==> config.mk <==
export PLATFORM = sky130hd
export DESIGN_NAME = corelet_ctrl
export DESIGN_NICKNAME = d
export VERILOG_FILES = /design/src/rtl/corelet_ctrl.sv
export SDC_FILE = /design/constraint.sdc
export NUM_CORES = 1
export LEC_CHECK = 0
export BUFFER_PORTS_ARGS = -buffer_cell sky130_fd_sc_hd__buf_4
export CAP_MARGIN = 20
export CORE_MARGIN = 2
export CORE_UTILIZATION = 50
export DETAILED_ROUTE_END_ITERATION = 12
export PLACE_DENSITY = 0.84
export SKIP_CTS_REPAIR_TIMING = 1
export SYNTH_ARGS = -nofsm -noshare
export SYNTH_HDL_FRONTEND = slang
export SYNTH_SLANG_ARGS = --single-unit
==> constraint.sdc <==
create_clock -name clk -period 4.3 [get_ports clk]
set_input_delay 0.86 -clock clk [delete_from_list [all_inputs] [get_ports clk]]
set_output_delay 0.86 -clock clk [all_outputs]
set_load 0.005 [all_outputs]
==> src/rtl/corelet_ctrl.sv <==
// corelet_ctrl: sequences weight load, weight shift, settle, activation load, execute and output drain for one corelet job.
// Define CORELET_CTRL_PERF_CNT_EN to build the perf_cycles busy-cycle counter; otherwise perf_cycles is tied to 0.
module corelet_ctrl #(
  parameter int row    = 8,
  parameter int col    = 8,
  parameter int len_bw = 8
) (
  input  logic              clk,
  input  logic              reset,
  input  logic              start,
  input  logic [len_bw-1:0] n_vec,
  input  logic              relu_cfg,
  input  logic              ofifo_valid,
  output logic [33:0]       inst,
  output logic              xw_mode,
  output logic              sfp_reset,
  output logic              relu_en,
  output logic [len_bw-1:0] rd_addr,
  output logic              busy,
  output logic              done,
  output logic [31:0]       perf_cycles
);
  localparam int CW = (len_bw > $clog2(row + col + 1)) ? len_bw : $clog2(row + col + 1);
  typedef enum logic [2:0] {IDLE, WLOAD, WSHIFT, KWAIT, XLOAD, EXEC, OUT, DONE} state_t;
  state_t state, nxt;
  logic [CW-1:0] cnt, cnt_d, nv_last;
  logic [len_bw-1:0] nv, nv_d, rd_d;
  logic [33:0] inst_d;
  logic relu_d, xw_d, sfp_d, busy_d, done_d;
  assign nv_last = CW'(nv) - CW'(1);
  always_comb begin
    nxt = state;
    cnt_d = cnt + CW'(1);
    nv_d = nv;
    relu_d = relu_en;
    case (state)
      IDLE: begin
        cnt_d = '0;
        if (start) begin
          nv_d = n_vec;
          relu_d = relu_cfg;
          nxt = (n_vec == '0) ? DONE : WLOAD;
        end
      end
      WLOAD:  if (cnt == CW'(col - 1)) begin nxt = WSHIFT; cnt_d = '0; end
      WSHIFT: if (cnt == CW'(col - 1)) begin nxt = KWAIT; cnt_d = '0; end
      KWAIT:  if (cnt == CW'(row + col - 1)) begin nxt = XLOAD; cnt_d = '0; end
      XLOAD:  if (cnt == nv_last) begin nxt = EXEC; cnt_d = '0; end
      EXEC:   if (cnt == nv_last) begin nxt = OUT; cnt_d = '0; end
      OUT: begin
        // cnt tallies rows actually read; inst[6] is the read issued this cycle
        cnt_d = cnt + CW'(inst[6]);
        if (inst[6] && cnt == nv_last) begin nxt = DONE; cnt_d = '0; end
      end
      DONE: begin nxt = IDLE; cnt_d = '0; end
      default: begin nxt = IDLE; cnt_d = '0; end
    endcase
    inst_d = '0;
    inst_d[0] = nxt == WSHIFT;
    inst_d[1] = nxt == EXEC;
    inst_d[2] = nxt == WLOAD || nxt == XLOAD;
    inst_d[3] = nxt == WSHIFT || nxt == EXEC;
    inst_d[6] = nxt == OUT && ofifo_valid;
    inst_d[7] = inst_d[6];
    xw_d = nxt == WLOAD || nxt == WSHIFT;
    sfp_d = state == IDLE && nxt == WLOAD;
    rd_d = nxt == WLOAD ? cnt_d[len_bw-1:0] :
           nxt == XLOAD ? len_bw'(col) + cnt_d[len_bw-1:0] : '0;
    busy_d = nxt != IDLE;
    done_d = nxt == DONE;
  end
  always_ff @(posedge clk or negedge reset) begin
    if (!reset) begin
      state <= IDLE;
      cnt <= '0;
      nv <= '0;
      inst <= '0;
      xw_mode <= 1'b0;
      sfp_reset <= 1'b0;
      relu_en <= 1'b0;
      rd_addr <= '0;
      busy <= 1'b0;
      done <= 1'b0;
    end else begin
      state <= nxt;
      cnt <= cnt_d;
      nv <= nv_d;
      inst <= inst_d;
      xw_mode <= xw_d;
      sfp_reset <= sfp_d;
      relu_en <= relu_d;
      rd_addr <= rd_d;
      busy <= busy_d;
      done <= done_d;
    end
  end
`ifdef CORELET_CTRL_PERF_CNT_EN
  always_ff @(posedge clk or negedge reset) begin
    if (!reset) perf_cycles <= '0;
    else if (state == IDLE && start) perf_cycles <= '0;
    else if (state != IDLE) perf_cycles <= perf_cycles + 32'd1;
  end
`else
  assign perf_cycles = '0;
`endif
endmodule

==> flow_summary_export.csv <==
group,metric,value,unit
worst_setup_path,worst_setup_path_start_kind,"flip-flop",
cells_and_area,final_area,2740,um^2
clock_tree,tritoncts,"done",
floorplanning,core_area,5010,um^2
placed_design,port_buffers,31,
clock_tree,ctsRootBufferMaster,"clkbuf_8",
global_route,grt.total_usage,17.97,%
timing,fin_ws,0.9031,ns
worst_setup_path,required,4.52,ns
worst_setup_path,cp_max_fo,9,
timing,finalSetupViolations,0,
worst_setup_path,cp_data_arrival_time,3.62,ns
cells_and_area,fillers,461,
drt,drc_errors,0,
pwr,switching_share,41.58,%
clock_tree,clkLatencyLatePin,0.28,ns
pwr,switchingPower,0.7392,mW
placed_design,placed_cells,368,
global_route,grt_pass1_vias,1667,
drt,first_pass_iters,4,
cells_and_area,fin_nets,323,
outcome,outcome,"completed",
global_route,antenna_found_initial,0,
logic_synthesis,synth_edf_count,0,
pwr,internal-power,1.038,mW
timing,tightest_slew,0.6100,ns
placed_design,gp_congestion,0.9230,
cells_and_area,layout-drive-gt1-share,18.30,%
pwr,max-vdd-ir-drop,0.3969,mV
logic_synthesis,async_flop_share,100.0,%
pwr,combPwrFrac,46.2,%
clock_tree,cts.sinks,37,
placed_design,postPlaceCellArea,2624,um^2
pwr,power_density,648.7,nW/um^2
cells_and_area,final_common_cell,"conb_1",
cells_and_area,stdcell_count,376,
pwr,power_frac_seq,36.6,%
floorplanning,die_area,5698,um^2
logic_synthesis,ys_warn_count,0,
floorplanning,ios,92,
timing,rsz0062_at_grt,"false",
floorplanning,die_x,75.49,um
pwr,total_power,1.778,mW
timing,slew_viol_final,0,
floorplanning,rows,26,
worst_setup_path,criticalPathCategory,"reg2reg",
logic_synthesis,syn_inst,275,
drt,routed_wl,4813,um
cells_and_area,syn2layout_area_growth,7.248,%
logic_synthesis,ys.flop_type,"dfrtp_1",
flow_run,max-cap-violations,0,
drt,first_iter_violations,87,
timing,timing.fmax,0.2944,GHz
logic_synthesis,netlist_area,2555,um^2
logic_synthesis,synth_cell_types,57,
logic_synthesis,seq_area_frac_synth,36.24,%
logic_synthesis,ys_seq_elements,37,
timing,finClkSkew,0.008118,ns
timing,max_slew_margin,59.33,%
cells_and_area,num_antenna_cells,0,
placed_design,place_ws,0.9555,ns
pwr,leakage,1.276,nW
drt,final_antenna_net_count,0,
global_route,grt_pass1_wl,7679,um
timing,hold_viol,0,
floorplanning,start_util,51.00,%
clock_tree,h-tree-depth,2,
drt,detail_route.wl_per_cell,12.80,um
min_path,min-delay-path-class,"in2async",
pwr,pwr-share-clk,17.2,%
drt,viasPerCell,5.000,
worst_setup_path,cp-end-kind,"flip-flop",
placed_design,hpwl,3678,um
global_route,grt-ovfl-total,0,
clock_tree,cts_buffers,5,
timing,setup-tns-final,0,ns
drt,via_count,1880,
cells_and_area,final_cell_mix,"60 x conb_1, 37 x dfrtp_1, 32 x buf_4",
timing,period_share,79.00,%
clock_tree,clkTransAtPathRegs,0.07,ns
global_route,grt_max_degree,38,
logic_synthesis,avgSynthCellArea,9.291,um^2
timing,finalCriticalPeriod,3.397,ns
clock_tree,clockBufferDepth,2,
floorplanning,die_height,75.49,um
-- sequential cells by signal, summed over array words and instances (netlist names) --
name and cells:
rd_addr 8, busy 1, cnt 8, xw_mode 1, done 1, relu_en 1
nv 8, state 3, inst 5, sfp_reset 1
-- Yosys cell counts, types with 2 or more instances --
library cell   n  area share (%)
a21oi_1        7             1.4
a22oi_1        2            0.59
and2_1         5             1.2
and3_1         4            0.98
buf_2          2            0.39
buf_4         61              18
clkbuf_1       4            0.59
dfrtp_1       37              36
ha_1           5             2.4
inv_1         12             1.8
mux2_2         7             3.1
mux2i_1        2            0.78
nand2_1       20             2.9
nand2b_1       3            0.73
nand3_1        8             1.6
nand3b_1       2            0.59
nand4_1        3            0.73
nor2_1        12             1.8
nor3_1         7             1.4
nor4_1         4            0.98
o211ai_1       7             2.1
o21a_1         3            0.88
o21ai_0       10             2.0
o22ai_1        3            0.73
or3_4          2            0.88
or4_1          2            0.59
xnor2_1        9             3.1
xor2_1         3             1.0
-- metal layers --
layer | global-route usage, % | part of all wire (%)
met1 | 22.82 | 42
met2 | 30.14 | 50
met3 | 3.175 | 4.8
met4 | 7.797 | 2.5
met5 | 0 | 0
-- power by group through the flow --
| stage | registers, mW | clock network [mW] | logic, mW |
|---|---|---|---|
| 6_report | 0.651 | 0.306 | 0.821 |
| 5_1_grt | 0.673 | 0.324 | 0.917 |
| 4_1_cts | 0.646 | 0.309 | 0.821 |
| 3_5_place_dp | 0.653 | 0 | 0.814 |
| 3_3_place_gp | 0.649 | 0 | 0.790 |
| 2_1_floorplan | 0.570 | 0 | 0.702 |
-- per-stage QoR --
step / util, % / hold WS, ns
final: 54.70 / 0.5207
after global routing: 54.70 / 0.5450
after CTS: 54.70 / 0.5168
after detailed placement: 52.37 / 0.5002
after global placement: 52.37 / 0.4908
after floorplan: - / 0.5008
-- critical path: stages, from the launching register on --
cell and delay [ns]:
dfrtp_1 0.41, inv_1 0.09, ha_1 0.21, nand2b_1 0.09, or4_1 0.42, xnor2_1 0.25
nor4_4 0.09, a31oi_2 0.41, nand4_1 0.18, a32oi_1 0.38, ha_1 0.26, nand2_1 0.07
or4_1 0.40, nand3_1 0.08
-- final timing paths --
path,slack (ns),endpoint,cells past startpoint,start
setup / recovery,0.90,rd_addr[7],13,nv[0]
hold / removal,0.52,cnt[6],1,reset
setup reg to reg,0.90,rd_addr[7],13,nv[0]
hold reg to reg,0.52,relu_en,1,relu_en
max in group asynchronous,3.46,nv[3],1,reset
min in group clk,0.52,relu_en,1,relu_en
-- kinds of logic after synthesis --
group                    synth area share, %
XOR/XNOR                               4.114
multiplexers                           3.869
flip-flops                             36.24
AND/OR/NAND/NOR                        18.12
AO/OA/AOI/OAI                          13.86
buffers and inverters                  20.81
adder cells (fa/ha/maj)                2.840
other                                 0.1468
-- area by class of cell --
type,instances,area (um^2),share of cell area [%]
Clock buffer,7,86.33,3.151
Clock inverter,1,30.03,1.096
Inverter,12,45.04,1.644
Multi-Input combinational cell,217,1325,48.36
Sequential cell,37,925.9,33.79
Tap cell,70,87.58,3.196
Timing Repair Buffer,32,240.2,8.767
(Power assumes the default switching activity.)
